--- src/rtl/kuznechik_apb_master.sv ---
// ---------------------------------------------------------------------------
// kuznechik_apb_master
//
// Sequences one Kuznechik block through the APB cipher slave. The sequence is
// four data-in writes, a control write that sets request, status polling
// until valid, and four data-out reads. The result is then offered on an
// output valid/ready stream. A slave error, or a poll timeout, aborts the
// block and produces a one-cycle err_o pulse.
//
// Parameters:
//   BASE_ADDR   base byte address of the cipher slave
//   POLL_LIMIT  number of non-valid status reads that triggers a timeout
//
// Ports:
//   PCLK, PRESET             clock, asynchronous active-high reset
//   in_valid_i/in_ready_o    plaintext stream handshake
//   in_data_i[127:0]         plaintext block
//   out_valid_o/out_ready_i  ciphertext stream handshake
//   out_data_o[127:0]        ciphertext block
//   err_o                    one-cycle abort pulse
//   PADDR..PSLVERR           APB master interface
//
// State table:
//   state     | meaning
//   IDLE      | waiting for a plaintext block (in_ready_o=1)
//   WR_DATA   | writing data-in word idx
//   WR_CTRL   | writing resetn=1, request=1 to the control word
//   POLL      | reading status until valid, or until the timeout
//   RD_DATA   | reading data-out word idx
//   OUT       | presenting the result until out_ready_i
//
// Each bus state runs the sub-phases SETUP -> ACCESS (repeated while PREADY=0)
// -> GAP. The state that follows a transfer is chosen at completion, and the
// GAP phase provides the mandatory bus-idle cycle. In IDLE and OUT, a pending
// GAP phase holds off the stream handshakes for that one cycle.
// ---------------------------------------------------------------------------
module kuznechik_apb_master #(
    parameter logic [31:0] BASE_ADDR  = 32'h0000_0000,
    parameter int          POLL_LIMIT = 1024
) (
    input  logic         PCLK,
    input  logic         PRESET,
    input  logic         in_valid_i,
    output logic         in_ready_o,
    input  logic [127:0] in_data_i,
    output logic         out_valid_o,
    input  logic         out_ready_i,
    output logic [127:0] out_data_o,
    output logic         err_o,
    output logic [31:0]  PADDR,
    output logic         PSEL,
    output logic         PENABLE,
    output logic         PWRITE,
    output logic [31:0]  PWDATA,
    output logic [3:0]   PSTRB,
    output logic [2:0]   PPROT,
    input  logic         PREADY,
    input  logic [31:0]  PRDATA,
    input  logic         PSLVERR
);

    localparam logic [15:0] POLL_MAX  = 16'(POLL_LIMIT);
    localparam logic [31:0] OFS_CTRL  = 32'h0000_0000;
    localparam logic [31:0] OFS_DIN   = 32'h0000_0004;
    localparam logic [31:0] OFS_DOUT  = 32'h0000_0014;
    localparam logic [31:0] CTRL_WORD = 32'h0000_0101;

    typedef enum logic [2:0] {
        S_IDLE    = 3'd0,
        S_WR_DATA = 3'd1,
        S_WR_CTRL = 3'd2,
        S_POLL    = 3'd3,
        S_RD_DATA = 3'd4,
        S_OUT     = 3'd5
    } state_t;

    typedef enum logic [1:0] {
        P_SETUP  = 2'd0,
        P_ACCESS = 2'd1,
        P_GAP    = 2'd2
    } phase_t;

    state_t         state, state_nxt;
    phase_t         phase, phase_nxt;
    logic [1:0]     idx, idx_nxt;
    logic [15:0]    poll_cnt, poll_cnt_nxt;
    logic [127:0]   in_buf, in_buf_nxt;
    logic [127:0]   out_buf, out_buf_nxt;
    logic           err_q, err_nxt;
    logic           bus_state;
    logic [15:0]    poll_inc;

    assign bus_state = (state == S_WR_DATA) || (state == S_WR_CTRL) ||
                       (state == S_POLL)    || (state == S_RD_DATA);
    assign poll_inc  = poll_cnt + 16'd1;

    // State register
    always_ff @(posedge PCLK or posedge PRESET) begin
        if (PRESET) begin
            state    <= S_IDLE;
            phase    <= P_SETUP;
            idx      <= 2'd0;
            poll_cnt <= 16'd0;
            in_buf   <= '0;
            out_buf  <= '0;
            err_q    <= 1'b0;
        end else begin
            state    <= state_nxt;
            phase    <= phase_nxt;
            idx      <= idx_nxt;
            poll_cnt <= poll_cnt_nxt;
            in_buf   <= in_buf_nxt;
            out_buf  <= out_buf_nxt;
            err_q    <= err_nxt;
        end
    end

    // Next-state logic
    always_comb begin
        state_nxt    = state;
        phase_nxt    = phase;
        idx_nxt      = idx;
        poll_cnt_nxt = poll_cnt;
        in_buf_nxt   = in_buf;
        out_buf_nxt  = out_buf;
        err_nxt      = 1'b0;

        case (state)
            S_IDLE: begin
                if (phase == P_GAP) begin
                    phase_nxt = P_SETUP;
                end else if (in_valid_i) begin
                    in_buf_nxt   = in_data_i;
                    poll_cnt_nxt = 16'd0;
                    idx_nxt      = 2'd0;
                    state_nxt    = S_WR_DATA;
                    phase_nxt    = P_SETUP;
                end
            end

            S_OUT: begin
                if (phase == P_GAP) begin
                    phase_nxt = P_SETUP;
                end else if (out_ready_i) begin
                    state_nxt = S_IDLE;
                end
            end

            default: begin
                case (phase)
                    P_SETUP: phase_nxt = P_ACCESS;
                    P_GAP:   phase_nxt = P_SETUP;
                    default: begin
                        if (PREADY) begin
                            phase_nxt = P_GAP;
                            if (PSLVERR) begin
                                state_nxt   = S_IDLE;
                                err_nxt     = 1'b1;
                                out_buf_nxt = '0;
                            end else begin
                                case (state)
                                    S_WR_DATA: begin
                                        idx_nxt = idx + 2'd1;
                                        if (idx == 2'd3) state_nxt = S_WR_CTRL;
                                    end
                                    S_WR_CTRL: state_nxt = S_POLL;
                                    S_POLL: begin
                                        if (PRDATA[16]) begin
                                            state_nxt = S_RD_DATA;
                                            idx_nxt   = 2'd0;
                                        end else begin
                                            poll_cnt_nxt = poll_inc;
                                            if (poll_inc == POLL_MAX) begin
                                                state_nxt   = S_IDLE;
                                                err_nxt     = 1'b1;
                                                out_buf_nxt = '0;
                                            end
                                        end
                                    end
                                    S_RD_DATA: begin
                                        out_buf_nxt[{idx, 5'b00000} +: 32] = PRDATA;
                                        idx_nxt = idx + 2'd1;
                                        if (idx == 2'd3) state_nxt = S_OUT;
                                    end
                                    default: state_nxt = S_IDLE;
                                endcase
                            end
                        end
                    end
                endcase
            end
        endcase
    end

    // Output logic. Address and data are decoded from the registered state, so
    // they stay stable across SETUP and every ACCESS cycle.
    always_comb begin
        PSEL        = 1'b0;
        PENABLE     = 1'b0;
        PWRITE      = 1'b0;
        PADDR       = 32'h0;
        PWDATA      = 32'h0;
        PSTRB       = 4'h0;
        PPROT       = 3'b000;
        in_ready_o  = (state == S_IDLE) && (phase != P_GAP);
        out_valid_o = (state == S_OUT)  && (phase != P_GAP);
        out_data_o  = out_buf;
        err_o       = err_q;

        if (bus_state && (phase != P_GAP)) begin
            PSEL    = 1'b1;
            PENABLE = (phase == P_ACCESS);
            case (state)
                S_WR_DATA: begin
                    PWRITE = 1'b1;
                    PADDR  = BASE_ADDR + OFS_DIN + {28'h0, idx, 2'b00};
                    PWDATA = in_buf[{idx, 5'b00000} +: 32];
                    PSTRB  = 4'hF;
                end
                S_WR_CTRL: begin
                    PWRITE = 1'b1;
                    PADDR  = BASE_ADDR + OFS_CTRL;
                    PWDATA = CTRL_WORD;
                    PSTRB  = 4'b0011;
                end
                S_POLL: begin
                    PADDR = BASE_ADDR + OFS_CTRL;
                end
                default: begin
                    PADDR = BASE_ADDR + OFS_DOUT + {28'h0, idx, 2'b00};
                end
            endcase
        end
    end

endmodule

--- config.mk ---
export PLATFORM = sky130hd
export DESIGN_NAME = kuznechik_apb_master
export DESIGN_NICKNAME = d
export VERILOG_FILES = /design/src/rtl/kuznechik_apb_master.sv
export SDC_FILE = /design/constraint.sdc
export NUM_CORES = 1
export LEC_CHECK = 0
export CORE_AREA = 2 2 142 200
export DETAILED_ROUTE_END_ITERATION = 10
export DIE_AREA = 0 0 144 202
export PLACE_DENSITY = 0.89
export SETUP_SLACK_MARGIN = 0.02
export SLEW_MARGIN = 20
export SYNTH_ARGS = -nofsm -noshare
export SYNTH_HDL_FRONTEND = slang
export SYNTH_SLANG_ARGS = --single-unit
--- constraint.sdc ---
create_clock -name PCLK -period 11.5 [get_ports PCLK]
set_input_delay 1.15 -clock PCLK [delete_from_list [all_inputs] [get_ports PCLK]]
set_output_delay 1.15 -clock PCLK [all_outputs]
set_load 0.01 [all_outputs]
==> impl_results.md <==
* Critical Path Start: idx[1]
* Sequential element share of the synthesized area at 0.530
* CTS tree: built
* Total gr overflow at 0
* Ys Warns at 0
* IO Pins at roughly 370
* Nets at about 1500
* Worst Hold Class: flip-flop to flip-flop
* Status: completed
* Height of the die at roughly 200 µm
* Clock Root Buffer: clkbuf_16
* Grt peak-use layer: met2
* Top-area cell type share of the netlist area at 0.530
* Post-route ant nets at 0
* Met2 GRT Util at 0.441
* Via/cell ratio at 5.85
* Pins over their slew limit at 0
* Core footprint at roughly 27000 µm²
* First drt pass iteration count at 5
* Relative slew slack at 0.349
* CP Max Fanout at 19
* Crit Path Class: flip-flop to output pin
* Met1 global-route usage at 0.306
* Post-CTS Setup Bufs at 0
* Half-perimeter wire length after placement at between 20000 and 30000 µm
* Slew at the pin closest to its max-slew limit at approximately 980 ps
* Minimum clock period at around 4300 ps
* P&R area growth vs syn at 34.5%
* Crit share post-route at 0.373
* Clock latency on the worst-skew pair at ~550 ps
* GRT Total Usage at 0.253
* Largest net degree at the start of global routing at around 190
* Critical Path AT at 3140 ps
* Layout cells sized above 1 at 0.175
* Sink Count at 280
* Number of port buffers at approximately 340
* Fillers at 1955
* Final core occ at 0.651
* Die footprint at about 29000 µm²
* Clk buf depth at 3
* Peak VDD IR at ~180 µV
* Leak pwr at around 7.4 nW
* Synth area leaders: dfrtp_1, mux2_2, a22o_1
* Slowest CP cell: dfrtp_1
* Layout Cells excl Fill at approximately 1700
* P per Cell Area at 273 nW/µm²
* Hold EP: in_buf[109]
* Seq. cell area at 7010 µm²
* Syn Area/Cell at ~13 µm²
* Count leader, synth: dfrtp_1
* Synth Instances at ~1000
* R2R Path End: poll_cnt[12]
* R2R cell count at 7
* Met3 usage at 0.0438
* Area leader, netlist: dfrtp_1
* H-tree depth at 1
* Hold depth at 1
* Commonest cells post-synth: dfrtp_1, mux2_2, a21o_1
* MaxCap Viol Count at 0
* Resize count post-CTS at 0
* Wire per inst at 21.4 µm
* Skew final at ~11 ps
* Footprint of the multi-input gates at just under 6000 µm²
* Number of flops mapped to enable cells by yosys at 0
* Hold Slack at 498 ps
* Slowest stage delay, CP at between 800 and 900 ps
* Placer congestion estimate at 0.871
* Initial antenna violation count at 2
* Routed via count at ~10000
* Crit path setup slack, layout at 7210 ps
* FP Rows at between 70 and 80
* Die width at 144 µm
* Yosys reg bits at 280
* RSZ-0062 raised after global routing: no
* Routed wire length at approximately 37000 µm
* FF-to-FF setup slack at approximately 8000 ps
* Worst Hold Launch: in_buf[109]
* Total negative slack at 0 ps
* Place WS at 7540 ps
* RR Startpoint: state[1]
* Setup-failing EPs final at 0
* Cts hold-fix bufs at 0
* Final Hold Viols at 0
* Vias in the first global route at roughly 11000
* CTS Buf Count at 28
* Cell breakdown of the critical path: buf_4, ha_1, a21oi_1, nor3_1, clkdlybuf4s50_1
* CP Capture Type: output pin
* Initial Util at 0.484
* First-pass GRT wire length at 58200 µm
* Drt initial violations at around 720
* Synth Cell Area at between 10000 and 15000 µm²
* Post-synth ARST share at 1.00
* Worst setup SP type: flip-flop
* Top FF cell, synth: dfrtp_1
* Placed Cells at roughly 1700
* Worst path required time at 10350 ps
* # DRC at 0
* FMAX at 233 MHz
* Clk pin slew, worst setup/hold paths at 60 ps
* Unique masters post-synth at between 50 and 60
==> power breakdown <==
part / total (mW) / leakage [nW] / internal [mW] / switching [mW]
clock: 0.923 / 0.455 / 0.540 / 0.383
sequential: 1.73 / 3.04 / 1.41 / 0.312
combinational: 2.20 / 3.86 / 1.28 / 0.918
==> metrics by stage <==
stage / instance area (µm²) / power [mW]
after floorplan: 13300 / 2.98
after global placement: 16800 / 3.82
after detailed placement: 16800 / 3.91
after CTS: 17700 / 4.87
after global routing: 17800 / 5.11
final: 17800 / 4.85
==> cells by family after synthesis <==
logic type / after synthesis / synth area share
other cells: 1 / 0.000284
xor+xnor: 4 / 0.00265
fa+ha+maj: 5 / 0.00473
mux: 161 / 0.164
compound gates: 291 / 0.173
buf+inv: 123 / 0.0472
flops: 280 / 0.530
simple gates: 184 / 0.0783
==> worst max-delay path by stage <==
stage / end / slack, ps / depth (start not counted)
after floorplan: err_o / 2630 / 1
after global placement: out_data_o[43] / 7640 / 7
after detailed placement: out_data_o[19] / 7540 / 7
after CTS: PADDR[4] / 7150 / 5
after global routing: PADDR[4] / 7050 / 5
final: PADDR[4] / 7210 / 5
==> flip-flops by register name, summed over array words and instances (netlist names) <==
signal      flops
state           3
in_buf        128
poll_cnt       16
idx             2
phase           2
err_o           1
out_data_o    128
==> worst max-delay path: cells and delay by family (launching register included) <==
| kind | cells | cell delay (ps) |
|---|---|---|
| compound gates | 1 | 110 |
| simple gates | 1 | 180 |
| fa+ha+maj | 1 | 360 |
| flops | 1 | 890 |
| buf+inv | 2 | 1070 |
==> cells in the final DEF, fill, tap and decap left out, types with 31 or more instances in the layout <==
cell type | netlist | final
a21o_1 | 97 | 97
mux2_2 | 129 | 129
and2_1 | 36 | 36
a221o_1 | 32 | 32
conb_1 | 1 | 31
dfrtp_1 | 280 | 279
mux4_2 | 32 | 32
nand2_1 | 34 | 34
and3_1 | 34 | 34
a22o_1 | 96 | 96
clkdlybuf4s50_1 | 0 | 339
o21ai_0 | 31 | 31
==> metal layers <==
layer  vias up  part of all wire
met5         -                 0
met4         0             0.044
met3       106             0.074
met2       527              0.52
met1      5094              0.37
li1       4453                 -
==> area by class of cell <==
class,count,share of cell area
Inverter,5,0.00148
Antenna cell,2,0.000281
Clock buffer,39,0.0440
Sequential cell,280,0.394
Timing Repair Buffer,358,0.201
Multi-Input combinational cell,676,0.325
Tap cell,370,0.0260
Clock inverter,10,0.00767
No activity file was read; power rests on OpenSTA's default activity.
